## src/rtl/health_pkg.sv

```systemverilog
// Shared constants and FSM state type for the player-health block.
package health_pkg;

  localparam int unsigned MAX_HP_DEFAULT = 100;
  localparam int unsigned HP_W           = 10;
  localparam int unsigned DMG_W          = 8;
  localparam int unsigned CNT_W          = 16;

  typedef enum logic [1:0] {
    HB_IDLE,
    HB_HOLD,
    HB_DRAIN
  } hb_state_t;

endpackage

```

## src/rtl/health_manager_if.sv

```systemverilog
// Bundle of frame/round strobes, damage events and scoreboard-facing health outputs.
interface health_manager_if;
  import health_pkg::*;

  logic             frame_clk;
  logic             round_start;
  logic             dmg_valid1;
  logic             dmg_valid2;
  logic [DMG_W-1:0] dmg_amt1;
  logic [DMG_W-1:0] dmg_amt2;
  logic [HP_W-1:0]  HP1;
  logic [HP_W-1:0]  HP2;
  logic [HP_W-1:0]  HPP1;
  logic [HP_W-1:0]  HPP2;
  logic             KO1;
  logic             KO2;

  modport master (
    output frame_clk, round_start, dmg_valid1, dmg_valid2, dmg_amt1, dmg_amt2,
    input  HP1, HP2, HPP1, HPP2, KO1, KO2
  );

  modport slave (
    input  frame_clk, round_start, dmg_valid1, dmg_valid2, dmg_amt1, dmg_amt2,
    output HP1, HP2, HPP1, HPP2, KO1, KO2
  );

endinterface

```

## src/rtl/health_channel.sv

```systemverilog
// One player's base health, lagging padded-health trail, hold/drain FSM and sticky KO.
module health_channel
  import health_pkg::*;
#(
  parameter int unsigned MAX_HP       = MAX_HP_DEFAULT,
  parameter int unsigned HOLD_FRAMES  = 30,
  parameter int unsigned DRAIN_FRAMES = 2
) (
  input  logic             Clk,
  input  logic             Reset,
  input  logic             roundStart,
  input  logic             tick,
  input  logic             dmgValid,
  input  logic [DMG_W-1:0] dmgAmt,
  output logic [HP_W-1:0]  hp,
  output logic [HP_W-1:0]  hpp,
  output logic             ko
);

  localparam logic [HP_W-1:0]  FullHp   = HP_W'(MAX_HP);
  localparam logic [CNT_W-1:0] HoldCnt  = CNT_W'(HOLD_FRAMES);
  localparam logic [CNT_W-1:0] DrainCnt = CNT_W'(DRAIN_FRAMES);

  hb_state_t        state;
  logic [CNT_W-1:0] cnt;
  logic [HP_W-1:0]  amtExt;
  logic [HP_W-1:0]  hppDec;

  assign amtExt = HP_W'(dmgAmt);
  assign hppDec = hpp - HP_W'(1);

  always_ff @(posedge Clk) begin
    if (Reset || roundStart) begin
      hp    <= FullHp;
      hpp   <= FullHp;
      ko    <= 1'b0;
      state <= HB_IDLE;
      cnt   <= '0;
    end else if (dmgValid && !ko) begin
      // A hit (even of zero) restarts the hold; a coincident tick is dropped.
      if (amtExt >= hp) begin
        hp <= '0;
        ko <= 1'b1;
      end else begin
        hp <= hp - amtExt;
      end
      state <= HB_HOLD;
      cnt   <= HoldCnt;
    end else if (tick) begin
      case (state)
        HB_HOLD: begin
          if (cnt <= CNT_W'(1)) begin
            // Nothing to drain after a zero-damage hit on a settled bar.
            if (hpp == hp) begin
              state <= HB_IDLE;
              cnt   <= '0;
            end else begin
              state <= HB_DRAIN;
              cnt   <= DrainCnt;
            end
          end else begin
            cnt <= cnt - CNT_W'(1);
          end
        end
        HB_DRAIN: begin
          if (cnt <= CNT_W'(1)) begin
            hpp <= hppDec;
            if (hppDec == hp) begin
              state <= HB_IDLE;
              cnt   <= '0;
            end else begin
              cnt <= DrainCnt;
            end
          end else begin
            cnt <= cnt - CNT_W'(1);
          end
        end
        default: begin
          state <= HB_IDLE;
          cnt   <= '0;
        end
      endcase
    end
  end

endmodule

```

## src/rtl/health_manager.sv

```systemverilog
// Synchronises the frame strobe into a one-cycle tick and drives two health channels.
module health_manager
  import health_pkg::*;
#(
  parameter int unsigned MAX_HP       = MAX_HP_DEFAULT,
  parameter int unsigned HOLD_FRAMES  = 30,
  parameter int unsigned DRAIN_FRAMES = 2
) (
  input  logic             Clk,
  input  logic             Reset,
  health_manager_if.slave  bus
);

  logic frameSync1;
  logic frameSync2;
  logic frameSyncPrev;
  logic tick;

  always_ff @(posedge Clk) begin
    if (Reset) begin
      frameSync1    <= 1'b0;
      frameSync2    <= 1'b0;
      frameSyncPrev <= 1'b0;
    end else begin
      frameSync1    <= bus.frame_clk;
      frameSync2    <= frameSync1;
      frameSyncPrev <= frameSync2;
    end
  end

  assign tick = frameSync2 & ~frameSyncPrev;

  health_channel #(
    .MAX_HP      (MAX_HP),
    .HOLD_FRAMES (HOLD_FRAMES),
    .DRAIN_FRAMES(DRAIN_FRAMES)
  ) u_channel1 (
    .Clk       (Clk),
    .Reset     (Reset),
    .roundStart(bus.round_start),
    .tick      (tick),
    .dmgValid  (bus.dmg_valid1),
    .dmgAmt    (bus.dmg_amt1),
    .hp        (bus.HP1),
    .hpp       (bus.HPP1),
    .ko        (bus.KO1)
  );

  health_channel #(
    .MAX_HP      (MAX_HP),
    .HOLD_FRAMES (HOLD_FRAMES),
    .DRAIN_FRAMES(DRAIN_FRAMES)
  ) u_channel2 (
    .Clk       (Clk),
    .Reset     (Reset),
    .roundStart(bus.round_start),
    .tick      (tick),
    .dmgValid  (bus.dmg_valid2),
    .dmgAmt    (bus.dmg_amt2),
    .hp        (bus.HP2),
    .hpp       (bus.HPP2),
    .ko        (bus.KO2)
  );

endmodule

```

## src/flat_wrapper.sv

```systemverilog
// flat-port wrapper written by rule: the top's interface ports become plain ports
module health_manager_flat import health_pkg::*;
#(
  parameter int unsigned MAX_HP       = MAX_HP_DEFAULT,
  parameter int unsigned HOLD_FRAMES  = 30,
  parameter int unsigned DRAIN_FRAMES = 2
)
  (Clk, Reset, bus_frame_clk, bus_round_start, bus_dmg_valid1, bus_dmg_valid2, bus_dmg_amt1, bus_dmg_amt2, bus_HP1, bus_HP2, bus_HPP1, bus_HPP2, bus_KO1, bus_KO2);
  health_manager_if bus_i ();
  input  logic Clk;
  input  logic Reset;
  input wire logic [$bits(bus_i.frame_clk)-1:0] bus_frame_clk;
  input wire logic [$bits(bus_i.round_start)-1:0] bus_round_start;
  input wire logic [$bits(bus_i.dmg_valid1)-1:0] bus_dmg_valid1;
  input wire logic [$bits(bus_i.dmg_valid2)-1:0] bus_dmg_valid2;
  input wire logic [$bits(bus_i.dmg_amt1)-1:0] bus_dmg_amt1;
  input wire logic [$bits(bus_i.dmg_amt2)-1:0] bus_dmg_amt2;
  output wire logic [$bits(bus_i.HP1)-1:0] bus_HP1;
  output wire logic [$bits(bus_i.HP2)-1:0] bus_HP2;
  output wire logic [$bits(bus_i.HPP1)-1:0] bus_HPP1;
  output wire logic [$bits(bus_i.HPP2)-1:0] bus_HPP2;
  output wire logic [$bits(bus_i.KO1)-1:0] bus_KO1;
  output wire logic [$bits(bus_i.KO2)-1:0] bus_KO2;
  assign bus_i.frame_clk = bus_frame_clk;
  assign bus_i.round_start = bus_round_start;
  assign bus_i.dmg_valid1 = bus_dmg_valid1;
  assign bus_i.dmg_valid2 = bus_dmg_valid2;
  assign bus_i.dmg_amt1 = bus_dmg_amt1;
  assign bus_i.dmg_amt2 = bus_dmg_amt2;
  assign bus_HP1 = bus_i.HP1;
  assign bus_HP2 = bus_i.HP2;
  assign bus_HPP1 = bus_i.HPP1;
  assign bus_HPP2 = bus_i.HPP2;
  assign bus_KO1 = bus_i.KO1;
  assign bus_KO2 = bus_i.KO2;
  health_manager #(.MAX_HP(MAX_HP), .HOLD_FRAMES(HOLD_FRAMES), .DRAIN_FRAMES(DRAIN_FRAMES)) u_core (.Clk(Clk), .Reset(Reset), .bus(bus_i));
endmodule
```

## config.mk

```make
export PLATFORM = sky130hd
export DESIGN_NAME = health_manager_flat
export DESIGN_NICKNAME = d
export VERILOG_FILES = /design/src/rtl/health_pkg.sv /design/src/rtl/health_manager_if.sv /design/src/rtl/health_channel.sv /design/src/rtl/health_manager.sv /design/src/flat_wrapper.sv
export SDC_FILE = /design/constraint.sdc
export NUM_CORES = 1
export LEC_CHECK = 0
export CAP_MARGIN = 20
export CORE_MARGIN = 3
export CORE_UTILIZATION = 36
export DETAILED_ROUTE_END_ITERATION = 8
export DONT_BUFFER_PORTS = 1
export GPL_TIMING_DRIVEN = 0
export HOLD_SLACK_MARGIN = 0.12
export PLACE_DENSITY = 0.48
export SYNTH_ARGS = -nofsm -noshare
export SYNTH_HDL_FRONTEND = slang
export SYNTH_SLANG_ARGS = --single-unit
export TNS_END_PERCENT = 30
```

## constraint.sdc

```tcl
create_clock -name Clk -period 6.9 [get_ports Clk]
set_input_delay 0.69 -clock Clk [delete_from_list [all_inputs] [get_ports Clk]]
set_output_delay 0.69 -clock Clk [all_outputs]
set_load 0.005 [all_outputs]
```

* Word level (Yosys, flattened, before mapping)
Index checks and enable logic that the tools add are counted.
** Cells by class
- Add/subtract/negate cells :: 6
- $lt $le $gt $ge :: 4
- Equal/unequal tests :: 20
- Muxes and demuxes :: 30
- Bitwise logic cells :: 4
- Reduce and logical (&&, ||, !) cells :: 17
** Operators with widths (number)
- $mux W16 :: 4
- $pmux W16 S2 :: 2
- $eq A10 B10 Y1 :: 4
- $le A16 B1 Y1 const B :: 2
- $sub A16 B1 Y16 const B :: 2
- $mux W2 :: 12
- $reduce_and A4 Y1 :: 6
- $ge A8 B10 Y1 :: 2
- $mux W10 :: 2
- $mux W5 :: 4
- $sub A10 B1 Y10 const B :: 2
- $sub A10 B8 Y10 :: 2
- $ne A3 B3 Y1 const B :: 6
- $ne A2 B2 Y1 const B :: 6
- $pmux W2 S2 :: 2
- $eq A2 B1 Y1 const B :: 2
- $eq A2 B2 Y1 const B :: 2
- $mux W1 :: 4
- $reduce_and A2 Y1 :: 2
- $reduce_bool A2 Y1 :: 2
- $reduce_or A2 Y1 :: 2
- $not A1 Y1 :: 3
- $logic_and A1 B1 Y1 :: 2
- $logic_not A1 Y1 :: 2
- 2 further kinds :: 2
** Word-level totals
- Bits in registers :: 81
- Bits of input ports :: 22
- Output and inout bits :: 42
- Word-level logic and storage cells :: 98

* Longest topological paths before layout
- Depth in word-level cells :: 7
- Gate-level depth with buffers :: 11
- Gate-level depth less buffers :: 11

* Modules after synthesis
Synthesis repeated with hierarchy kept, for this count alone.
** Unflattened totals
- Cells, all modules :: 663
- Area total of the unflattened synthesis :: 5275.1 sq um
** By module, submodules not included
- health_channel at u_core.u_channel1 :: instances 1, cells an instance 335, area each 2643.8 sq um, seq. area each 780.7 sq um
- health_channel at u_core.u_channel2 :: instances 1, cells an instance 321, area each 2543.7 sq um, seq. area each 780.7 sq um
- health_manager :: instances 1, cells an instance 7, area each 87.6 sq um, seq. area each 60.1 sq um

* Worst setup path before layout
OpenSTA, ideal clock, no wires.
- Path kind :: reg-to-reg
- Start point :: reg u_core.u_channel2.cnt[0]
- End point :: reg u_core.u_channel2.hpp[9]
- Library setup time :: 128 ps
- Arrival :: 2534 ps
- Required time :: 6772 ps
- Slack :: 4239 ps
- Stages on the path, launching flop included :: 11
- Buffers on the path :: 1
- Clock period less this slack :: 2661 ps
- Cell sequence :: dfxtp_1 inv_1 ha_1 nor2_1 or4b_4 or4_4 buf_6 or4_4 nor3_2 xnor2_1 nor2_1
** Between the ends
- Cells in the longest elaborated chain, start to end :: 2
** RTL lines
- start: declaration :: line health_channel.sv:25 : logic [CNT_W-1:0] cnt;
- start signal: assignment :: line health_channel.sv:48 : cnt <= HoldCnt;
- start signal: assignment :: line health_channel.sv:59 : cnt <= DrainCnt;
- start signal: assignment :: line health_channel.sv:62 : cnt <= cnt - CNT_W'(1);
- $le A16 B1 Y1 :: line health_channel.sv:66 : if (cnt <= CNT_W'(1)) begin
- $reduce_and A4 Y1 (no line)
- end signal: assignment :: line health_channel.sv:35 : hpp <= FullHp;
- end signal: assignment :: line health_channel.sv:67 : hpp <= hppDec;
- end: declaration :: line health_channel.sv:16 : output logic [HP_W-1:0] hpp,
No other way between the ends.
A chain may end at the register's enable or synchronous reset.

* Worst setup path in the final report
- Start point :: reg u_core.u_channel2.cnt[0]
- End point :: reg u_core.u_channel2.cnt[2]
** Between the ends
- Cells in the longest elaborated chain, start to end :: 5
- Elaborated cells on any way between the ends :: 7
- Classes of those cells :: add/sub: 1; order compare: 1; mux: 5
** RTL lines
- $sub A16 B1 Y16 / $le A16 B1 Y1 (equally long branches)
- $mux W16 (on tied branches) :: line health_channel.sv:66, health_channel.sv:52
- $pmux W16 S2 * :: line health_channel.sv:50 : case (state)
- $mux W5 * :: line health_channel.sv:49 : end else if (tick) begin
- $mux W5 * :: line health_channel.sv:39 : end else if (dmgValid && !ko) begin
Mark *: on every way between the ends. The rest lies on a longest branch, timed or not. The select of a mux whose other input is x is not followed.

==> impl_metrics.yaml <==
yosys:
  synth_area_um2: 5171
  ys_seq_area_share_pct: 31.36
  synth_cells: 667
  yosysUniqueCellTypes: 58
  async_flop_share_pct: 0
  ys.flop_type: "dfxtp_1"
  synth-edff-count: 0
  ys_ff_latch: 81
  synth.avg_cell_area_um2: 7.753
  yosys_warnings: 0
  synthesis.nets: 717
setup_path:
  cpMostUsedCell: "a21oi_1"
  rr_worst_depth: 10
  worstReg2RegEnd: "u_core.u_channel2.cnt[2]"
  r2r_slack_ps: 4000
  crit_family: "compound AO/OA/AOI/OAI gates"
  cp_max_fo: 10
  worst_path_largest_cell_delay_ps: 510
  end_kind: "flop"
  cp.required_ps: 7110
  timing.rr.start: "u_core.u_channel2.cnt[0]"
  critPathLaunchType: "flop"
  cp.arrival_ps: 3100
  critPathSlowestCell: "or4b_4"
  cp_num_buf_inv: 2
  path_class: "flop to flop"
  path_cells: "inv_1 -> ha_1 -> nor2_1 -> or4b_4 -> o32ai_1 -> nand2b_1 -> clkbuf_1 -> o21ai_0 -> a21oi_1 -> a21oi_1"
timing:
  drv_slew: 0
  fin_crit_ps: 2896
  max_freq_mhz: 345.3
  worst_slack_ps: 4004
  final_hold_viol_count: 0
  timing.slew.headroom_pct: 33.90
  fin_setup_tns_ps: 0
  tightest_slew_ps: 983.0
  finalCritPeriodShare_pct: 41.97
  rsz0062_at_grt: "false"
  clock_skew_ps: 7.466
  finalSetupViolCount: 0
pwr:
  swShare_pct: 26.83
  finalPower_mw: 1.084
  clock_power_share_pct: 41.5
  p_comb_share_pct: 13.3
  pwr-share-seq_pct: 45.2
  p_int_mw: 0.7932
  p_leak_nw: 2.081
  ir_drop_mv: 0.1150
  powerDensity_nw_per_um2: 191.0
  power_switching_mw: 0.2908
cells_and_area:
  final_util_pct: 40.56
  syn_to_final_growth_pct: 9.727
  drive_gt1_share_pct: 3.953
  nets: 728
  postLayoutCellArea_um2: 5674
clocking:
  postCtsSetupBuffers: 0
  clock_latency_ps: 350
  clk_pin_slew_ps: 60
  cts_root_buf: "clkbuf_16"
  h-tree-depth: 3
  cts_sinks: 81
  clockBufferDepth: 2
  cts_made_buffers: 9
  cts_tree: "yes"
  cts_hold_buf: 0
  cts_resized: 0
global_routing:
  grtUsageTotal_pct: 18.35
  grt_start_max_net_pins: 13
  antenna_found_initial: 1
  first_global_vias: 4554
  grt_overflow: 0
  grt_pass1_wl_um: 23480
flow_run:
  drv_cap: 0
worst_hold_path:
  hold_path_class: "input pin to flop"
  hold_depth: 1
  min_to: "u_core.frameSyncPrev"
  min_from: "Reset"
route:
  via_count: 4801
  ant_nets: 0
  top_layer_used: "met4"
  drc: 0
  dr_wl_met3_um: 681
  vias_per_cell: 5.557
  met1_length_um: 6827
  drt_wl_total_um: 14550
  dr.first_iter.drc_count: 341
  drtPass1Iterations: 4
  detail_route.wl_per_cell_um: 16.84
  route.met2.wl_um: 6785
placement:
  dp_hpwl_um: 10690
  portBuffers: 0
  gp_congestion: 0.8367
  dpl_cell_area_um2: 5396
  dp_slack_ps: 3938
floorplan:
  die_y_um: 125.9
  die_x_um: 125.9
  rows: 43
  die_area_um2: 15840
  core-area_um2: 13990
  initial_core_util_pct: 36.97
  num_io_pins: 64
run_status:
  status: "finished clean"
area by class of cell:
cell class                 count  area [um2]
antenna                        1       2.502
clock inverter                 3       15.01
multi-input combinational    509        3253
inverter                      43       161.4
tap                          180       225.2
buffer                        34       135.1
clock buffer                  13       260.3
fill                        1474        8314
sequential                    81        1622
metal layers:
layer / up-vias / track usage [%]
li1: 2402 / -
met1: 2281 / 24.63
met2: 102 / 29.23
met3: 16 / 3.859
met4: 0 / 6.688
met5: - / 0
synth_stat cells (all sizes together), types with 9 or more instances:
| library cell | n | area share, % |
|---|---|---|
| nand2 | 39 | 2.8 |
| or3 | 14 | 1.7 |
| nor2b | 12 | 1.5 |
| ha | 26 | 6.3 |
| a21oi | 56 | 5.4 |
| a31oi | 9 | 1.1 |
| nand3 | 17 | 1.6 |
| nor3 | 26 | 2.6 |
| nor2 | 79 | 5.8 |
| xor2 | 23 | 3.9 |
| xnor2 | 32 | 5.4 |
| nand2b | 12 | 1.5 |
| nor4 | 13 | 1.6 |
| dfxtp | 81 | 31 |
| inv | 43 | 3.1 |
| clkbuf | 33 | 2.4 |
| o21ai | 36 | 3.5 |
how the worst max path moves through the flow:
| stage | startpoint | endpoint | cells past startpoint |
|---|---|---|---|
| after floorplan | u_core.u_channel2.cnt[0] | u_core.u_channel2.hpp[9] | 10 |
| after global placement | bus_dmg_amt1[0] | u_core.u_channel1.hp[3] | 10 |
| after detailed placement | bus_dmg_amt1[0] | u_core.u_channel1.hp[3] | 10 |
| after CTS | u_core.u_channel2.cnt[0] | u_core.u_channel2.cnt[2] | 10 |
| after global routing | u_core.u_channel2.cnt[0] | u_core.u_channel2.cnt[2] | 10 |
| final | u_core.u_channel2.cnt[0] | u_core.u_channel2.cnt[2] | 10 |
through the flow:
step                      std cells  hold slack, ps
after floorplan                 667           413.8
after global placement          847           417.4
after detailed placement        847           442.7
after CTS                       863           397.7
after global routing            864           399.6
final                           864           413.2
power by group through the flow:
stage | registers, mW | logic [mW] | clock network [mW]
after global placement | 0.500 | 0.143 | 0
final | 0.490 | 0.144 | 0.450
after global routing | 0.491 | 0.162 | 0.489
after CTS | 0.490 | 0.145 | 0.470
after detailed placement | 0.500 | 0.144 | 0
after floorplan | 0.496 | 0.111 | 0
registers in the layout (all words and copies together), names as in the netlist:
| name | cells |
|---|---|
| u_core.u_channel1.hp | 10 |
| u_core.u_channel1.cnt | 16 |
| u_core.u_channel1.state | 2 |
| u_core.u_channel2.ko | 1 |
| u_core.u_channel2.cnt | 16 |
| u_core.u_channel1.hpp | 10 |
| u_core.frameSync2 | 1 |
| u_core.u_channel1.ko | 1 |
| u_core.u_channel2.hp | 10 |
| u_core.frameSyncPrev | 1 |
| u_core.u_channel2.state | 2 |
| u_core.frameSync1 | 1 |
| u_core.u_channel2.hpp | 10 |
cell usage in the layout (no fill, tap or decap), types with 4 or more instances in the layout:
cell type / count
o31ai_1: 6
a22oi_1: 5
clkbuf_16: 9
a211oi_1: 8
nor4_1: 13
xor2_1: 23
nor2b_1: 12
inv_1: 43
nand2b_1: 12
clkbuf_1: 35
nor3b_1: 6
dfxtp_1: 81
o21ai_0: 35
a21oi_1: 56
a311oi_1: 8
nor2_1: 78
a32oi_1: 4
a31oi_1: 9
nor3_1: 25
nand3_1: 17
o21a_1: 5
nand4_1: 8
nand2_1: 39
xnor2_1: 32
o211ai_1: 6
o21bai_1: 4
or3_1: 14
a21o_1: 5
ha_1: 26
kinds of logic after synthesis:
group | share of synthesized area [%]
multiplexers | 1.234
AND/OR/NAND/NOR | 24.39
XOR/XNOR | 9.315
flip-flops | 31.36
AO/OA/AOI/OAI | 20.91
adder cells (fa/ha/maj) | 7.065
buffers and inverters | 5.734
Note: power is estimated with default switching activity, not from simulation.
